**src/rtl/simd_issue_controller.sv**
```systemverilog
// Sequencer for the SIMD lanes: fetch/decode each instruction word, issue it, wait for all lanes, then retire.
// Latency: NOP 3 cycles, LOAD/STORE 4, arithmetic 4 + WAIT cycles; every output comes straight from a flop.
// Backpressure: holds in WAIT until every lane reports valid; gives up to ERR after TIMEOUT wait cycles.
module simd_issue_controller #(
    parameter  int N       = 16,
    parameter  int REGN    = 512,
    parameter  int TIMEOUT = 64,
    localparam int AW      = $clog2(REGN / 2)
) (
    input  logic          CLK,
    input  logic          RSTN,
    input  logic          START,
    input  logic [31:0]   INSTR,
    input  logic [N-1:0]  LANE_VALID,
    output logic          DONE,
    output logic          DOUT_MUX,
    output logic          ALU_START,
    output logic [2:0]    ALU_OP,
    output logic [AW-1:0] RD_ADDR_A,
    output logic [AW-1:0] RD_ADDR_B,
    output logic [AW-1:0] WR_ADDR,
    output logic          WR_EN,
    output logic          MAT_LOAD,
    output logic          BUSY,
    output logic          HALTED,
    output logic          ERROR,
    output logic [15:0]   RETIRED
);

    localparam int CW = $clog2(TIMEOUT);

    localparam logic [3:0] OP_NOP   = 4'h0;
    localparam logic [3:0] OP_LOAD  = 4'h1;
    localparam logic [3:0] OP_ADD   = 4'h2;
    localparam logic [3:0] OP_SUB   = 4'h3;
    localparam logic [3:0] OP_MUL   = 4'h4;
    localparam logic [3:0] OP_MAC   = 4'h5;
    localparam logic [3:0] OP_STORE = 4'h6;
    localparam logic [3:0] OP_HALT  = 4'hF;

    typedef enum logic [2:0] {
        S_IDLE, S_FETCH, S_DECODE, S_ISSUE, S_WAIT, S_WB, S_HALT, S_ERR
    } state_t;

    state_t        state_q, state_d;
    logic [3:0]    op_q, op_d;
    logic [7:0]    dest_q, dest_d;
    logic [7:0]    srca_q, srca_d;
    logic [7:0]    srcb_q, srcb_d;
    logic [CW-1:0] wcnt_q, wcnt_d;
    logic [15:0]   retired_q, retired_d;
    logic          done_q, done_d;
    logic          dout_mux_q, dout_mux_d;
    logic          alu_start_q, alu_start_d;
    logic [2:0]    alu_op_q, alu_op_d;
    logic          wr_en_q, wr_en_d;
    logic          mat_load_q, mat_load_d;
    logic          busy_q, busy_d;
    logic          halted_q, halted_d;
    logic          error_q, error_d;
    logic          arith_d;

    // Low nibble of the instruction word carries no information.
    logic unused_instr_bits;
    assign unused_instr_bits = ^INSTR[3:0];

    // Next-state logic, field capture, wait counter and the next value of every registered output.
    always_comb begin
        state_d   = state_q;
        op_d      = op_q;
        dest_d    = dest_q;
        srca_d    = srca_q;
        srcb_d    = srcb_q;
        wcnt_d    = '0;
        retired_d = retired_q;

        case (state_q)
            S_IDLE:   if (START) state_d = S_FETCH;
            S_FETCH:  state_d = S_DECODE;
            S_DECODE: begin
                op_d   = INSTR[31:28];
                dest_d = INSTR[27:20];
                srca_d = INSTR[19:12];
                srcb_d = INSTR[11:4];
                case (INSTR[31:28])
                    OP_NOP:                                             state_d = S_WB;
                    OP_LOAD, OP_ADD, OP_SUB, OP_MUL, OP_MAC, OP_STORE: state_d = S_ISSUE;
                    OP_HALT:                                            state_d = S_HALT;
                    default:                                            state_d = S_ERR;
                endcase
            end
            S_ISSUE:  state_d = (op_q inside {OP_ADD, OP_SUB, OP_MUL, OP_MAC}) ? S_WAIT : S_WB;
            S_WAIT: begin
                // Completion beats timeout when both land in the same cycle.
                if (&LANE_VALID) begin
                    state_d = S_WB;
                end else if (wcnt_q == CW'(TIMEOUT - 1)) begin
                    state_d = S_ERR;
                end else begin
                    wcnt_d = wcnt_q + CW'(1);
                end
            end
            S_WB: begin
                state_d = S_FETCH;
                if (retired_q != 16'hFFFF) retired_d = retired_q + 16'd1;
            end
            default:  state_d = state_q;
        endcase

        arith_d     = op_d inside {OP_ADD, OP_SUB, OP_MUL, OP_MAC};
        done_d      = (state_d == S_WB);
        wr_en_d     = (state_d == S_WB) && (arith_d || op_d == OP_LOAD);
        dout_mux_d  = (state_d == S_WB) && (op_d == OP_STORE);
        alu_start_d = (state_d == S_ISSUE) && arith_d;
        mat_load_d  = (state_d == S_ISSUE) && (op_d == OP_LOAD);
        alu_op_d    = ((state_d inside {S_ISSUE, S_WAIT, S_WB}) && arith_d) ? op_d[2:0] : 3'd0;
        busy_d      = !(state_d inside {S_IDLE, S_HALT, S_ERR});
        halted_d    = (state_d == S_HALT);
        error_d     = (state_d == S_ERR);
    end

    // Single state register for the FSM, captured fields and all registered outputs.
    always_ff @(posedge CLK or negedge RSTN) begin
        if (!RSTN) begin
            state_q     <= S_IDLE;
            op_q        <= '0;
            dest_q      <= '0;
            srca_q      <= '0;
            srcb_q      <= '0;
            wcnt_q      <= '0;
            retired_q   <= '0;
            done_q      <= 1'b0;
            dout_mux_q  <= 1'b0;
            alu_start_q <= 1'b0;
            alu_op_q    <= '0;
            wr_en_q     <= 1'b0;
            mat_load_q  <= 1'b0;
            busy_q      <= 1'b0;
            halted_q    <= 1'b0;
            error_q     <= 1'b0;
        end else begin
            state_q     <= state_d;
            op_q        <= op_d;
            dest_q      <= dest_d;
            srca_q      <= srca_d;
            srcb_q      <= srcb_d;
            wcnt_q      <= wcnt_d;
            retired_q   <= retired_d;
            done_q      <= done_d;
            dout_mux_q  <= dout_mux_d;
            alu_start_q <= alu_start_d;
            alu_op_q    <= alu_op_d;
            wr_en_q     <= wr_en_d;
            mat_load_q  <= mat_load_d;
            busy_q      <= busy_d;
            halted_q    <= halted_d;
            error_q     <= error_d;
        end
    end

    assign DONE      = done_q;
    assign DOUT_MUX  = dout_mux_q;
    assign ALU_START = alu_start_q;
    assign ALU_OP    = alu_op_q;
    assign WR_EN     = wr_en_q;
    assign MAT_LOAD  = mat_load_q;
    assign BUSY      = busy_q;
    assign HALTED    = halted_q;
    assign ERROR     = error_q;
    assign RETIRED   = retired_q;
    assign RD_ADDR_A = AW'(srca_q);
    assign RD_ADDR_B = AW'(srcb_q);
    assign WR_ADDR   = AW'(dest_q);

endmodule

```
**config.mk**
```make
export PLATFORM = sky130hd
export DESIGN_NAME = simd_issue_controller
export DESIGN_NICKNAME = d
export VERILOG_FILES = /design/src/rtl/simd_issue_controller.sv
export SDC_FILE = /design/constraint.sdc
export NUM_CORES = 1
export LEC_CHECK = 0
export CORE_AREA = 2 2 88 90
export CTS_BUF_LIST = sky130_fd_sc_hd__clkbuf_2 sky130_fd_sc_hd__clkbuf_4 sky130_fd_sc_hd__clkbuf_8
export DETAILED_ROUTE_END_ITERATION = 8
export DIE_AREA = 0 0 90 92
export PLACE_DENSITY_LB_ADDON = 0.15
export SETUP_SLACK_MARGIN = 0.5
export SYNTH_ARGS = -nofsm -noshare
export SYNTH_HDL_FRONTEND = slang
export SYNTH_SLANG_ARGS = --single-unit
```
**constraint.sdc**
```tcl
create_clock -name CLK -period 1.7 [get_ports CLK]
set_input_delay 0.34 -clock CLK [delete_from_list [all_inputs] [get_ports CLK]]
set_output_delay 0.34 -clock CLK [all_outputs]
set_load 0.01 [all_outputs]
```
== Yosys cells after proc, flatten, opt, wreduce, memory -nomap -nowiden ==
Memories as Yosys holds them, arrays and structs flattened.
Cells that the tools add are included.

* Register bits: 64
* Output and inout port bits: 51
* Memories kept: 1
* Word-level logic and storage cells: 66
* Memory bits (read-only): 48

{| class="wikitable"
|+ Memory list
! name !! words !! bits a word !! rd ports !! clocked after Yosys merged registers in !! wr ports !! RTL line !! source
|-
| (name not given) || 16 || 3 || 1 || 0 || 0 || 85 || <nowiki>case (INSTR[31:28])</nowiki>
|}

* Reduce and logical (&&, ||, !) cells: 15
* Muxes and demuxes: 10
* Eq/ne operators: 22
* Add/subtract/negate cells: 2

{| class="wikitable"
|+ Operators by type and width
! kind !! count
|-
| $eq A4 B3 Y1 const B || 5
|-
| $eq A3 B3 Y1 const B || 6
|-
| $mux W6 || 3
|-
| $pmux W3 S6 || 1
|-
| $add A16 B1 Y16 const B || 1
|-
| $eq A4 B2 Y1 const B || 4
|-
| $ne A16 B16 Y1 const B || 1
|-
| $reduce_and A16 Y1 || 1
|-
| $mux W3 || 4
|-
| $eq A3 B2 Y1 const B || 3
|-
| $reduce_bool A4 Y1 || 2
|-
| $add A6 B1 Y6 const B || 1
|-
| $eq A6 B6 Y1 const B || 1
|-
| $logic_not A3 Y1 || 2
|-
| $reduce_bool A3 Y1 || 2
|-
| $logic_and A1 B1 Y1 || 5
|-
| $eq A4 B1 Y1 const B || 1
|-
| $mux W4 || 1
|-
| $eq A3 B1 Y1 const B || 1
|-
| $reduce_and A2 Y1 || 1
|-
| $logic_not A1 Y1 || 1
|-
| $logic_or A1 B1 Y1 || 1
|-
| $mux W1 || 1
|}

== Longest topological paths before layout ==
* Word-level depth: 8
* Mapped depth: 7
* Depth with buffers taken out: 6

== Worst setup path after synthesis ==
No wires, ideal clock.

* Kind: register -> register
* From: register state_q[0]
* To: register dout_mux_q (netlist: DOUT_MUX)
* Stages on the path, launching flop included: 7
* Arrival: 1.590 ns
* Slack: 0.016 ns
* Clock period less this slack: 1.684 ns
* Required time: 1.606 ns
* Path through: dfrtp_1 > buf_6 > nor3b_2 > buf_2 > mux2i_1 > nand4_1 > a211oi_1

* Longest elaborated chain between the ends: 5

{| class="wikitable"
|+ Ends and longest elaborated chain
! what !! RTL line !! source
|-
| start, declared || 45 || <nowiki>state_t state_q, state_d;</nowiki>
|-
| start signal, assigned || 142 || <nowiki>state_q <= state_d;</nowiki>
|-
| $mux W3 || 97 || <nowiki>end else if (wcnt_q == CW'(TIMEOUT - 1)) begin</nowiki>
|-
| $mux W3 || 95 || <nowiki>if (&LANE_VALID) begin</nowiki>
|-
| $pmux W3 S6 || 77 || <nowiki>case (state_q)</nowiki>
|-
| $eq A3 B3 Y1 || 113 || <nowiki>dout_mux_d = (state_d == S_WB) && (op_d == OP_STORE);</nowiki>
|-
| $logic_and A1 B1 Y1 * || 113 ||
|-
| net dout_mux_d || 53 || <nowiki>logic dout_mux_q, dout_mux_d;</nowiki>
|-
| end signal, assigned || 150 || <nowiki>dout_mux_q <= dout_mux_d;</nowiki>
|-
| end, declared || 53 ||
|}

The timed path passes the listed nets; every way through them passes the cells marked *.
A chain may end at the register's enable or synchronous reset.

== Final worst setup path ==
Ends and elaborated chain as after synthesis.

==> parameters.txt <==
Parameter                              Value

Status
  Status    complete, no violations

Route
  Router iterations before antenna repair    4
  Vias/cell    5.01
  Total wire length after detailed routing    9470 um
  Remaining number of nets flagged by the antenna check after routing    0
  Count of routing violations after the opening detailed-route iteration    72
  Routed length per placed instance    17.1 um
  Number of design rule violations left after detail routing    0
  Vias    2,765

STA
  Layout Skew    0.00791 ns
  Endpoints failing setup    0
  Worst-case headroom to the max-slew limit    0.772
  Shortest clock period the worst path allows after layout    1.68 ns
  Actual transition at the worst max-transition pin    0.342 ns
  Highest Clock Rate    0.597 GHz
  Final Hold Viols    0
  Final period utilization    0.986
  Unrepaired setup endpoints after global routing    true
  Final max-slew violation count    0

Synth
  Number of instances in the synthesized netlist    242
  Synth async-reset ratio    1.00
  Number of synthesized register bits    64
  Post-synthesis instance area    0.00306 mm^2
  Prevailing post-synth register cell    sky130_fd_sc_hd__dfrtp_1
  Synthesis Warnings    0
  Parity-gate share of the synthesized area counting xor and xnor cells    0.0572
  Count of distinct cell types in the synthesized netlist    54
  Portion of the post-synthesis area used by sequential elements    0.523
  Post-synth top cells    sky130_fd_sc_hd__dfrtp_1 (64), sky130_fd_sc_hd__mux2_2 (26), sky130_fd_sc_hd__xor2_1 (13), sky130_fd_sc_hd__nor2_1 (12), sky130_fd_sc_hd__nand2_1 (10)
  Simple logic cell fraction of the synthesized area    0.189
  Main area contributors after synthesis    sky130_fd_sc_hd__dfrtp_1 (52%), sky130_fd_sc_hd__mux2_2 (9.6%), sky130_fd_sc_hd__xor2_1 (3.7%), sky130_fd_sc_hd__nor4_4 (2.1%), sky130_fd_sc_hd__xnor2_1 (2.0%)
  Post-synth EDFFs    0
  Multiplexer share of the synthesized area    0.112
  Proportion of netlist area held by the largest area contributor    0.523
  Most repeated cell in the gate-level netlist after synthesis    sky130_fd_sc_hd__dfrtp_1
  Post-synthesis share of cell area spent on full adders, half adders and majority gates    0.00817
  Mean Syn Cell Area    12.7 um^2
  Synthesized-area fraction occupied by ao, oa, aoi and oai cells    0.0715
  Dominant combinational cell family by area after synthesis    simple AND/OR/NAND/NOR gates
  Library cell with the largest summed area after synthesis    sky130_fd_sc_hd__dfrtp_1
  Syn Nets    295

Placement
  Gpl congestion    0.774
  Port buffer count    97
  Detailed placer's ending HPWL    5360 um

Floorplan
  Initial Util    0.411
  Die width    90 um
  Core outline area    0.00745 mm^2
  Core Rows    32
  Number of placed I/O pins    102
  Height of the die    92 um
  Die Outline Area    0.00828 mm^2

GRT
  Initial antenna violation count    0
  Number of global-route vias before repair    2,801
  First-pass GRT wire length    14,400 um
  All-layer global routing usage    0.220
  Maximum number of pins on one net before global-route repair    65
  Total gr overflow    0

CTS
  CTS Root Cell    sky130_fd_sc_hd__clkbuf_8
  Inserted Clock Buffers    9
  Clk buf depth    2
  Clock Sinks    64
  Clock latency on the worst-skew pair    0.33 ns
  Max H-tree Level    3
  Clock tree from TritonCTS    built
  Clock input transition at the sequential cells of the worst setup and hold paths    0.07 ns

Pwr
  Total leakage power    2.66 nW
  Power Density    1520 mW/mm^2
  Max IR drop VDD    0.921 mV
  Total chip power    8.71 mW

Critical path
  Reg-to-reg setup timing slack    0.02 ns
  Reg2Reg Depth    6
  Type of the setup path with the least slack    register to register
  Critical path fanouts, max    7
  Signal arrival time at the worst endpoint    1.92 ns
  Kind of start point of the critical path    register
  Crit. End Element    register
  Critical path required time    1.95 ns
  Startpoint of the worst register-to-register path    state_q[0]
  Worst reg2reg path endpoint    DOUT_MUX

Finish
  Final standard cell utilization of the core    0.767
  Fraction of final layout cells sized beyond drive strength 1    0.609
  Antenna fix cells    0
  Number of nets in the layout    499
  Synthesis-to-finish area growth    86.4%

Run
  Max_cap viols    0

Hold path
  Kind of path behind the tightest hold check    primary input to asynchronous set/reset pin
[cell families (layout without fill, tap and decap cells)]
logic type	Yosys count	count (layout)
fa+ha+maj	2	2
buf+inv	20	228
flops	64	64
mux	31	31
simple gates	79	79
xor+xnor	20	20
compound gates	26	26
[flip-flops by register name, summed over array words and instances (netlist names)]
register   flops
ALU_OP         3
ALU_START      1
BUSY           1
DONE           1
DOUT_MUX       1
ERROR          1
HALTED         1
MAT_LOAD       1
RD_ADDR_A      8
RD_ADDR_B      8
RETIRED       16
WR_ADDR        8
WR_EN          1
op_q           4
state_q        3
wcnt_q         6
[cells in the final DEF, fill, tap and decap left out, types with 6 or more instances in the layout]
cell type                         synthesis  final
sky130_fd_sc_hd__nor4_4                   3      9
sky130_fd_sc_hd__dlygate4sd2_1            0     14
sky130_fd_sc_hd__xor2_1                  13     13
sky130_fd_sc_hd__buf_4                    3     55
sky130_fd_sc_hd__xnor2_1                  7      7
sky130_fd_sc_hd__clkdlybuf4s50_1          0     30
sky130_fd_sc_hd__dfrtp_1                 64     60
sky130_fd_sc_hd__clkbuf_8                 0     10
sky130_fd_sc_hd__inv_1                    8      8
sky130_fd_sc_hd__nand2_1                 10      9
sky130_fd_sc_hd__mux2_4                   0     27
sky130_fd_sc_hd__nand4_1                  6      6
sky130_fd_sc_hd__buf_2                    3     35
sky130_fd_sc_hd__buf_6                    4     59
[how the worst max path moves through the flow]
stage / startpoint / endpoint / slack [ns]
floorplan: RETIRED[0] / RETIRED[6] / 0.07
global placement: LANE_VALID[14] / ALU_OP[0] / -0.32
detailed placement: LANE_VALID[14] / ALU_OP[0] / -0.34
CTS: state_q[0] / ALU_OP[0] / 0.05
global route: state_q[0] / DOUT_MUX / -0.04
finish: state_q[0] / DOUT_MUX / 0.02
[critical path: stages, from the launching register on]
cell                       delay [ns]
sky130_fd_sc_hd__dfrtp_2         0.45
sky130_fd_sc_hd__nor3b_4         0.21
sky130_fd_sc_hd__buf_6           0.18
sky130_fd_sc_hd__mux2i_4         0.29
sky130_fd_sc_hd__buf_4           0.15
sky130_fd_sc_hd__nand4_1         0.14
sky130_fd_sc_hd__a211oi_2        0.17
[layout make-up]
cell class              instances  area (um^2)
clock buffers                  11          145
flip-flops and latches         64         1610
fillers                       483         1740
well taps                     102          128
repair buffers                203         1900
inverters                      10         40.0
clock inverters                 4         45.0
multi-input cells             158         1850
[metal layers]
layer	part of all wire	wire [um]	global-route usage	vias up
li1	-	-	-	1289
met1	0.41	3840	0.273	1387
met2	0.53	5060	0.382	68
met3	0.031	297	0.0345	21
met4	0.029	271	0.0936	0
met5	0	0	0	-
[per-stage QoR]
step / area [um^2] / hold slack, ns / std cells / setup TNS (ns) / setup slack, ns
2_1_floorplan: 3330 / 0.0444 / 242 / 0 / 0.0706
3_3_place_gp: 4590 / 0.380 / 468 / -4.20 / -0.323
3_5_place_dp: 4590 / 0.379 / 468 / -5.18 / -0.344
4_1_cts: 5420 / 0.0185 / 532 / 0 / 0.0524
5_1_grt: 5710 / 0.0380 / 552 / -0.116 / -0.0362
6_report: 5710 / 0.00254 / 552 / 0 / 0.0242
[where the power goes]
| part | switching [mW] | leakage (nW) | internal, mW |
|---|---|---|---|
| clock | 0.576 | 0.102 | 0.719 |
| combinational | 2.07 | 1.75 | 2.93 |
| sequential | 0.352 | 0.809 | 2.06 |
[what timing repair did]
item | CTS | global route
pin swaps | 34 | 12
buffers inserted | 45 | 20
endpoints found under the setup margin | 115 | 107
gates cloned | 4 | 0
hold buffers | 0 | 0
gates resized for setup | 317 | 30
Note: power is estimated with default switching activity, not from simulation.
